### config.mk
export PLATFORM = sky130hd
export DESIGN_NAME = execute_alu_issue_arbiter_flat
export DESIGN_NICKNAME = d
export VERILOG_FILES = /design/src/rtl/execute_alu_issue_arbiter_if.sv /design/src/rtl/execute_alu_issue_arbiter.sv /design/src/flat_wrapper.sv
export SDC_FILE = /design/constraint.sdc
export NUM_CORES = 1
export LEC_CHECK = 0
export CAP_MARGIN = 40
export CORE_AREA = 2 2 166 168
export CTS_BUF_LIST = sky130_fd_sc_hd__clkbuf_2 sky130_fd_sc_hd__clkbuf_4 sky130_fd_sc_hd__clkbuf_8
export DETAILED_ROUTE_END_ITERATION = 12
export DIE_AREA = 0 0 168 170
export GPL_ROUTABILITY_DRIVEN = 0
export SYNTH_ARGS = -nofsm -noshare
export SYNTH_HDL_FRONTEND = slang
export SYNTH_SLANG_ARGS = --single-unit
### constraint.sdc
create_clock -name iCLOCK -period 1.45 [get_ports iCLOCK]
set_clock_uncertainty 0.05 [all_clocks]
set_input_delay 0.2175 -clock iCLOCK [delete_from_list [all_inputs] [get_ports iCLOCK]]
set_output_delay 0.2175 -clock iCLOCK [all_outputs]
set_load 0.05 [all_outputs]
### src/rtl/execute_alu_issue_arbiter_if.sv
// Issue-side and ALU-side handshake bundle for the shared ALU execute port arbiter.
// The master modport is the arbiter; the slave modport is the surrounding scheduler/port.
interface execute_alu_issue_arbiter_if #(
  parameter int P_PAYLOAD_W = 128
);
  logic                   iREQ0_VALID;
  logic [P_PAYLOAD_W-1:0] iREQ0_PAYLOAD;
  logic                   oREQ0_ACK;
  logic                   iREQ1_VALID;
  logic [P_PAYLOAD_W-1:0] iREQ1_PAYLOAD;
  logic                   oREQ1_ACK;
  logic                   oALU_VALID;
  logic [P_PAYLOAD_W-1:0] oALU_PAYLOAD;
  logic                   oALU_SRC;
  logic                   iALU_LOCK;

  modport master (
    input  iREQ0_VALID, iREQ0_PAYLOAD, iREQ1_VALID, iREQ1_PAYLOAD, iALU_LOCK,
    output oREQ0_ACK, oREQ1_ACK, oALU_VALID, oALU_PAYLOAD, oALU_SRC
  );

  modport slave (
    output iREQ0_VALID, iREQ0_PAYLOAD, iREQ1_VALID, iREQ1_PAYLOAD, iALU_LOCK,
    input  oREQ0_ACK, oREQ1_ACK, oALU_VALID, oALU_PAYLOAD, oALU_SRC
  );
endinterface

### src/rtl/execute_alu_issue_arbiter.sv
// Round-robin share of one ALU port between two reservation stations; 1-cycle registered output.
// Lock stalls the output stage and withholds acks; flush empties it. EXE_ALU_ARB_PERF_CNT_EN adds grant counters.
module execute_alu_issue_arbiter #(
  parameter int P_PAYLOAD_W = 128,
  parameter int P_PERF_W    = 16
) (
  input  logic                       iCLOCK,
  input  logic                       iRESET_SYNC,
  input  logic                       iFREE_EX,
  execute_alu_issue_arbiter_if.master alu_bus,
  output logic [P_PERF_W-1:0]        oPERF_GRANT0,
  output logic [P_PERF_W-1:0]        oPERF_GRANT1
);

  logic                   out_valid;
  logic [P_PAYLOAD_W-1:0] out_payload;
  logic                   out_src;
  logic                   rr_ptr;

  logic accept;
  logic grant_vld;
  logic grant_id;

  // Reset is folded into accept so no ack can leak out while the stage is being cleared.
  always_comb begin
    accept    = !iRESET_SYNC && !iFREE_EX && (!out_valid || !alu_bus.iALU_LOCK);
    grant_vld = accept && (alu_bus.iREQ0_VALID || alu_bus.iREQ1_VALID);
    grant_id  = (alu_bus.iREQ0_VALID && alu_bus.iREQ1_VALID) ? rr_ptr : alu_bus.iREQ1_VALID;
  end

  assign alu_bus.oREQ0_ACK    = grant_vld && !grant_id;
  assign alu_bus.oREQ1_ACK    = grant_vld &&  grant_id;
  assign alu_bus.oALU_VALID   = out_valid;
  assign alu_bus.oALU_PAYLOAD = out_payload;
  assign alu_bus.oALU_SRC     = out_src;

  always_ff @(posedge iCLOCK) begin
    if (iRESET_SYNC || iFREE_EX) begin
      out_valid   <= 1'b0;
      out_payload <= '0;
      out_src     <= 1'b0;
      rr_ptr      <= 1'b0;
    end else if (grant_vld) begin
      out_valid   <= 1'b1;
      out_payload <= grant_id ? alu_bus.iREQ1_PAYLOAD : alu_bus.iREQ0_PAYLOAD;
      out_src     <= grant_id;
      rr_ptr      <= ~grant_id;
    end else if (accept) begin
      out_valid   <= 1'b0;
    end
  end

`ifdef EXE_ALU_ARB_PERF_CNT_EN
  logic [P_PERF_W-1:0] perf_cnt0;
  logic [P_PERF_W-1:0] perf_cnt1;

  // Counters survive pipeline flushes; only reset clears them.
  always_ff @(posedge iCLOCK) begin
    if (iRESET_SYNC) begin
      perf_cnt0 <= '0;
      perf_cnt1 <= '0;
    end else begin
      if (alu_bus.oREQ0_ACK) perf_cnt0 <= perf_cnt0 + P_PERF_W'(1);
      if (alu_bus.oREQ1_ACK) perf_cnt1 <= perf_cnt1 + P_PERF_W'(1);
    end
  end

  assign oPERF_GRANT0 = perf_cnt0;
  assign oPERF_GRANT1 = perf_cnt1;
`else
  assign oPERF_GRANT0 = '0;
  assign oPERF_GRANT1 = '0;
`endif

endmodule

### src/flat_wrapper.sv
// flat-port wrapper written by rule: the top's interface ports become plain ports
module execute_alu_issue_arbiter_flat 
#(
  parameter int P_PAYLOAD_W = 128,
  parameter int P_PERF_W    = 16
)
  (iCLOCK, iRESET_SYNC, iFREE_EX, oPERF_GRANT0, oPERF_GRANT1, alu_bus_iREQ0_VALID, alu_bus_iREQ0_PAYLOAD, alu_bus_iREQ1_VALID, alu_bus_iREQ1_PAYLOAD, alu_bus_iALU_LOCK, alu_bus_oREQ0_ACK, alu_bus_oREQ1_ACK, alu_bus_oALU_VALID, alu_bus_oALU_PAYLOAD, alu_bus_oALU_SRC);
  execute_alu_issue_arbiter_if #(.P_PAYLOAD_W(P_PAYLOAD_W)) alu_bus_i ();
  input  logic iCLOCK;
  input  logic iRESET_SYNC;
  input  logic iFREE_EX;
  output logic [P_PERF_W-1:0] oPERF_GRANT0;
  output logic [P_PERF_W-1:0] oPERF_GRANT1;
  input wire logic [$bits(alu_bus_i.iREQ0_VALID)-1:0] alu_bus_iREQ0_VALID;
  input wire logic [$bits(alu_bus_i.iREQ0_PAYLOAD)-1:0] alu_bus_iREQ0_PAYLOAD;
  input wire logic [$bits(alu_bus_i.iREQ1_VALID)-1:0] alu_bus_iREQ1_VALID;
  input wire logic [$bits(alu_bus_i.iREQ1_PAYLOAD)-1:0] alu_bus_iREQ1_PAYLOAD;
  input wire logic [$bits(alu_bus_i.iALU_LOCK)-1:0] alu_bus_iALU_LOCK;
  output wire logic [$bits(alu_bus_i.oREQ0_ACK)-1:0] alu_bus_oREQ0_ACK;
  output wire logic [$bits(alu_bus_i.oREQ1_ACK)-1:0] alu_bus_oREQ1_ACK;
  output wire logic [$bits(alu_bus_i.oALU_VALID)-1:0] alu_bus_oALU_VALID;
  output wire logic [$bits(alu_bus_i.oALU_PAYLOAD)-1:0] alu_bus_oALU_PAYLOAD;
  output wire logic [$bits(alu_bus_i.oALU_SRC)-1:0] alu_bus_oALU_SRC;
  assign alu_bus_i.iREQ0_VALID = alu_bus_iREQ0_VALID;
  assign alu_bus_i.iREQ0_PAYLOAD = alu_bus_iREQ0_PAYLOAD;
  assign alu_bus_i.iREQ1_VALID = alu_bus_iREQ1_VALID;
  assign alu_bus_i.iREQ1_PAYLOAD = alu_bus_iREQ1_PAYLOAD;
  assign alu_bus_i.iALU_LOCK = alu_bus_iALU_LOCK;
  assign alu_bus_oREQ0_ACK = alu_bus_i.oREQ0_ACK;
  assign alu_bus_oREQ1_ACK = alu_bus_i.oREQ1_ACK;
  assign alu_bus_oALU_VALID = alu_bus_i.oALU_VALID;
  assign alu_bus_oALU_PAYLOAD = alu_bus_i.oALU_PAYLOAD;
  assign alu_bus_oALU_SRC = alu_bus_i.oALU_SRC;
  execute_alu_issue_arbiter #(.P_PAYLOAD_W(P_PAYLOAD_W), .P_PERF_W(P_PERF_W)) u_core (.iCLOCK(iCLOCK), .iRESET_SYNC(iRESET_SYNC), .iFREE_EX(iFREE_EX), .alu_bus(alu_bus_i), .oPERF_GRANT0(oPERF_GRANT0), .oPERF_GRANT1(oPERF_GRANT1));
endmodule
==> metrics.md, run 1 <==
| Metric | Value |
|---|---|
| Seq pwr share | 39.0% |
| Initial antenna violation count | 0 |
| Worst skew pair latency | 0.42 ns |
| Synthesized area | 5620 um2 |
| Met3 Resource Use GR | 5.19% |
| Final Max Tran Viols | 0 |
| Fin crit share | 122% |
| CTS sink cnt | 131 |
| Clk pwr share | 29.0% |
| Pre-CTS WS | -0.500 ns |
| Type of origin of the critical path | primary input |
| Setup TNS | -32.99 ns |
| Final Cell Area | 12,600 um2 |
| Run status | complete, but fails checks |
| Reg-to-reg critical path startpoint | u_core.rr_ptr |
| Final Non-Filler Cells | 1,296 |
| GRT Total Usage | 16.3% |
| Clock tree from TritonCTS | done |
| Hold Path Class | primary input to flip-flop |
| Wire length per cell | 19.8 um |
| Final Hold Vio Count | 0 |
| Core area | 26,700 um2 |
| Met2 Usage GRT | 28.3% |
| Die X-Extent | 168 um |
| Largest net degree at the start of global routing | 27 |
| Area leader, netlist | dfxtp_1 |
| CP arrival | 2.05 ns |
| CTS clk-pin slew, worst paths | 0.09 ns |
| Via density | 4.67 |
| CP max stage delay | 0.63 ns |
| Final HPWL DP | 17.7 mm |
| Maximum vdd drop | 0.000490 V |
| Power Dens Cells | 805 nW/um2 |
| Layout cells sized above 1 | 30.2% |
| Crit path cell chain | clkdlybuf4s50_1 -> nand2b_4 -> and3_4 -> buf_4 -> buf_6 -> buf_12 -> buf_6 -> buf_6 -> a221o_1 |
| Psw | 3330 uW |
| Failing checks | setup timing |
| Port Buffers | 393 |
| P_int | 6840 uW |
| Comb power frac | 32.1% |
| Hold path start | alu_bus_iALU_LOCK |
| Die height | 170 um |
| WL final | 25.7 mm |
| Ant. Diodes | 0 |
| First-pass iteration count of the detailed router | 4 |
| CP Buf/Inv Count | 6 |
| Final setup viols | 132 |
| RR Endpoint | u_core.alu_bus.oALU_PAYLOAD[112] |
| Placed inst area | 11,500 um2 |
| Cell Rows | 60 |
| Seq/Total Area, Yosys | 46.7% |
| Worst Hold Path EP | u_core.alu_bus.oALU_VALID |
| Worst Setup End Kind | flip-flop |
| Leak pwr | 0.00478 uW |
| Clk buf depth | 2 |
| Number of remaining DRC errors | 0 |
| Fillers | 2,421 |
| # nets final | 1,204 |
| GR Util met1 | 19.2% |
| Initial DRC Count | 277 |
| Hold path depth | 4 |
| Yosys warnings | 0 |
| Multi-input gate area | 2600 um2 |
| Reg2Reg Depth | 8 |
| Overall Power | 10,200 uW |
| Yosys top cell area share | 46.7% |
| Inst Count DP | 1,226 |
| Antenna-violating nets left | 0 |
| Worst Setup Slack, final | -0.323 ns |
| Max cap viols | 0 |
| Ranking of synthesized cells by area | dfxtp_1 47%, a221o_1 23%, nor3b_1 17% |
| Grt total ovfl | 0 |
| Max FO, Critical Path | 10 |
| Root Driver | clkbuf_8 |
| Sequential standard cell area | 2630 um2 |
| FMAX | 564 MHz |
| Synth Register Bits | 131 |
| Fin crit period | 1.77 ns |
| Reg2reg setup slack | -0.30 ns |
| GR peak layer | met2 |
| Initial Util | 21.1% |
| Yosys cell types | 18 |
| Die area | 28,600 um2 |
| Syn Inst Count | 492 |
| Total vias in the final route | 6,057 |
| Layout area overhead | 125% |
| First-pass GRT wire length | 35.7 mm |
| CP dominant cell by count | buf_6 |
| RSZ-0062 raised after global routing | true |
| Number of global-route vias before repair | 6,157 |
| Max stage delay cell, worst path | clkdlybuf4s50_1 |
| Req. time, crit path | 1.73 ns |
| Setup CP Type | primary input to flip-flop |
| Avg Inst Size Synth | 11.4 um2 |
| Top delay family on crit path | buffers and inverters |
| I/O pins | 426 |
| CTS Buf Count | 17 |
| H-tree Lvls | 4 |
| Sw frac | 32.8% |
## state kept, by name, indices dropped and copies added, names as in the netlist
| register | cells |
|---|---|
| u_core.alu_bus.oALU_PAYLOAD | 128 |
| u_core.alu_bus.oALU_SRC | 1 |
| u_core.alu_bus.oALU_VALID | 1 |
| u_core.rr_ptr | 1 |
## through the flow
step                      utilization (%)  hold WS [ns]
after CTS                            46.5         0.275
final                                47.4         0.301
after floorplan                         -         0.282
after global placement               43.1         0.450
after global routing                 47.4         0.286
after detailed placement             43.1         0.454
## worst max-delay path by stage
stage | startpoint | slack [ns] | end | cells after the start
floorplan | u_core.alu_bus.oALU_VALID | -0.06 | u_core.alu_bus.oALU_PAYLOAD[10] | 6
global placement | alu_bus_iREQ1_VALID | -0.51 | u_core.alu_bus.oALU_PAYLOAD[68] | 6
detailed placement | alu_bus_iREQ1_VALID | -0.50 | u_core.alu_bus.oALU_PAYLOAD[63] | 6
CTS | u_core.alu_bus.oALU_VALID | -0.34 | alu_bus_oREQ1_ACK | 4
global route | u_core.alu_bus.oALU_VALID | -0.36 | alu_bus_oREQ0_ACK | 4
finish | alu_bus_iREQ0_VALID | -0.32 | u_core.alu_bus.oALU_PAYLOAD[112] | 9
## Yosys cell counts
master / n
nand2b_1: 1
a21oi_1: 2
nand2_1: 2
or2_2: 1
a21o_1: 1
buf_2: 30
buf_4: 32
conb_1: 1
a2bb2oi_2: 1
dfxtp_1: 131
buf_6: 21
and3_1: 2
a311oi_1: 1
nor2_1: 2
nor3b_1: 128
a221o_1: 128
a211oi_2: 1
clkbuf_1: 7
## placed cells by master, fill, tap and decap left out, types with 2 or more instances in the layout
master | Yosys | final
a21oi_1 | 2 | 2
a221o_1 | 128 | 128
and3_4 | 0 | 2
buf_12 | 0 | 155
buf_16 | 0 | 7
buf_4 | 32 | 41
buf_6 | 21 | 15
buf_8 | 0 | 3
clkbuf_16 | 0 | 7
clkbuf_4 | 0 | 2
clkbuf_8 | 0 | 17
clkdlybuf4s50_1 | 0 | 260
clkinv_4 | 0 | 4
clkinvlp_4 | 0 | 4
conb_1 | 1 | 32
dfxtp_1 | 131 | 129
inv_6 | 0 | 4
nand2_1 | 2 | 2
nor2_1 | 2 | 2
nor3b_1 | 128 | 109
nor3b_2 | 0 | 18
## final cells by class
cell class	count	area share, %
Sequential cell	131	20.8
Tap cell	341	3.37
Clock inverter	13	0.831
Timing Repair Buffer	490	52.5
Clock buffer	19	1.97
Multi-Input combinational cell	302	20.5
## power by group through the flow
stage | combinational [uW] | clock, uW | sequential (uW)
global route | 3380 | 3210 | 3990
floorplan | 728 | 0 | 4570
CTS | 3220 | 3080 | 3960
global placement | 3030 | 0 | 4050
detailed placement | 3040 | 0 | 4050
finish | 3260 | 2950 | 3960
## routing by layer
layer  up-vias  share of wire (%)
met4         0                1.8
li1       2820                  -
met3        27                9.1
met2       324                 48
met5         -                  0
met1      2886                 41
## cell families after synthesis
kind of cell           after synthesis  synth area share, %
AOI/OAI and AO/OA                  134                 23.8
buffers and inverters               90                 11.6
DFF                                131                 46.7
other                                1               0.0668
and+or+nand+nor                    136                 17.8
## worst min-delay path, stage by stage
cell            delay [ns]
dlymetal6s2s_1        0.18
buf_4                 0.17
nand2_1               0.10
a21oi_1               0.07
## repair_timing
item,4_1_cts,5_1_grt
hold buffers,0,0
buffers inserted,21,6
setup endpoints to repair,106,132
resized for setup,34,36
pin swaps,4,15
gates cloned,9,10
(Power assumes the default switching activity.)
==> run 2: changes to the inputs <==
--- a/config.mk
+++ b/config.mk
@@ -6,11 +6,12 @@
 export NUM_CORES = 1
 export LEC_CHECK = 0
 export CAP_MARGIN = 40
-export CORE_AREA = 2 2 166 168
+export CORE_AREA = 4 4 164 166
 export CTS_BUF_LIST = sky130_fd_sc_hd__clkbuf_2 sky130_fd_sc_hd__clkbuf_4 sky130_fd_sc_hd__clkbuf_8
 export DETAILED_ROUTE_END_ITERATION = 12
 export DIE_AREA = 0 0 168 170
 export GPL_ROUTABILITY_DRIVEN = 0
+export GPL_TIMING_DRIVEN = 0
 export SYNTH_ARGS = -nofsm -noshare
 export SYNTH_HDL_FRONTEND = slang
 export SYNTH_SLANG_ARGS = --single-unit
==> metrics.md, run 2 (synthesis gave the netlist of run 1 again) <==
| Metric | Value |
|---|---|
| # hold bufs at CTS | 0 |
| Wire length per cell | 20.5 um |
| FMAX | 552 MHz |
| Power Dens Cells | 954 nW/um2 |
| Maximum vdd drop | 0.000452 V |
| Type of origin of the critical path | primary input |
| Antenna-violating nets left | 0 |
| Final HPWL DP | 19.6 mm |
| Psw | 3160 uW |
| Leak pwr | 0.00444 uW |
| Cell Rows | 59 |
| Hold_ws | 0.321 ns |
| Layout area overhead | 88.7% |
| # nets final | 1,217 |
| Number of global-route vias before repair | 6,391 |
| Port Buffers | 393 |
| Initial Util | 21.9% |
| Setup CP Type | primary input to primary output |
| Worst Setup Slack, final | -0.363 ns |
| First-pass iteration count of the detailed router | 5 |
| RSZ-0062 raised after global routing | true |
| Ant. Diodes | 0 |
| Total vias in the final route | 6,068 |
| Seq pwr share | 38.2% |
| H-tree Lvls | 4 |
| Clock tree from TritonCTS | done |
| Die area | 28,600 um2 |
| CP arrival | 1.55 ns |
| Comb power frac | 26.9% |
| Fin crit period | 1.81 ns |
| Die height | 170 um |
| Hold Path Class | primary input to flip-flop |
| Req. time, crit path | 1.18 ns |
| Run status | complete, but fails checks |
| Grt total ovfl | 0 |
| Initial antenna violation count | 0 |
| Commonest non-fill, non-tap cells in the layout | 260 x clkdlybuf4s50_1, 129 x dfxtp_1, 128 x nor3b_1, 128 x a221o_1, 128 x buf_2 |
| P_int | 6940 uW |
| Max cap viols | 0 |
| Fin crit share | 125% |
| Final Max Tran Viols | 0 |
| WL final | 26.6 mm |
| Core area | 25,600 um2 |
| Number of remaining DRC errors | 0 |
| Initial DRC Count | 300 |
| Finished Core Util | 41.4% |
| Worst Setup End Kind | primary output |
| Failing checks | setup timing |
| I/O pins | 426 |
| Commonest non-fill, non-tap cell in the layout | clkdlybuf4s50_1 |
| CTS sink cnt | 131 |
| Clk buf depth | 2 |
| Max reg flops | 128 |
| First-pass GRT wire length | 38.1 mm |
| Die X-Extent | 168 um |
| Largest net degree at the start of global routing | 17 |
| Root Driver | clkbuf_8 |
| CTS Buf Count | 17 |
| GRT Total Usage | 17.1% |
| Worst skew pair latency | 0.44 ns |
| Final Hold Vio Count | 0 |
| Layout cells sized above 1 | 29.1% |
| Fillers | 2,553 |
| Pre-CTS WS | -1.07 ns |
| Max FO, Critical Path | 3 |
| CTS clk-pin slew, worst paths | 0.09 ns |
| Clk pwr share | 34.9% |
| Sw frac | 31.3% |
| Final setup viols | 131 |
| Via density | 4.66 |
| Setup TNS | -27.10 ns |
## run 2: power groups by stage
stage | combinational [uW] | sequential (uW) | clock (uW)
2_1_floorplan | 728 | 4570 | 0
3_3_place_gp | 2630 | 3950 | 0
3_5_place_dp | 2640 | 3950 | 0
4_1_cts | 2590 | 3860 | 3630
5_1_grt | 2850 | 3880 | 3780
6_report | 2720 | 3860 | 3520
## run 2: critical path, stage by stage
cell and delay [ns]:
clkdlybuf4s50_1 0.53, a211oi_4 0.29, and3_4 0.25, clkbuf_16 0.14, buf_12 0.12
## run 2: layout make-up
cell class / count / area (um2) / share of cell area [%]
Sequential cell: 131 / 2630 / 24.8
Multi-Input combinational cell: 302 / 2500 / 23.6
Tap cell: 335 / 419 / 3.96
Clock buffer: 18 / 241 / 2.28
Timing Repair Buffer: 415 / 3680 / 34.8
Buffer: 88 / 943 / 8.91
Clock inverter: 12 / 181 / 1.71
## run 2: path summary, 6_finish.rpt
kind / startpoint / depth (start not counted) / slack (ns) / end
min: alu_bus_iREQ1_PAYLOAD[111] / 2 / 0.32 / u_core.alu_bus.oALU_PAYLOAD[111]
max reg2reg: u_core.rr_ptr / 7 / -0.22 / u_core.alu_bus.oALU_PAYLOAD[100]
min reg2reg: u_core.alu_bus.oALU_SRC / 1 / 0.40 / u_core.alu_bus.oALU_SRC
max: alu_bus_iALU_LOCK / 5 / -0.36 / alu_bus_oREQ0_ACK
## run 2: what timing repair did
| action | CTS | global route |
|---|---|---|
| buffers inserted | 6 | 7 |
| cloned | 1 | 8 |
| endpoints found under the setup margin | 260 | 171 |
| hold endpoints to repair | 0 | 0 |
| resized for setup | 651 | 121 |
| pin swaps | 3 | 2 |
## run 2: metal layers
| metal | global-route usage [%] | wire length, um | vias up |
|---|---|---|---|
| li1 | - | - | 2834 |
| met1 | 19.6 | 10800 | 2905 |
| met2 | 30.0 | 13300 | 306 |
| met3 | 6.85 | 2220 | 23 |
| met4 | 4.09 | 320 | 0 |
| met5 | 0 | 0 | - |
## run 2: metrics by stage
stage	instance area, um2	std cells	total power, uW
finish	10600	1301	10100
global route	10600	1301	10500
CTS	10300	1288	10100
detailed placement	10100	1251	6590
global placement	10100	1251	6580
floorplan	5770	523	5290
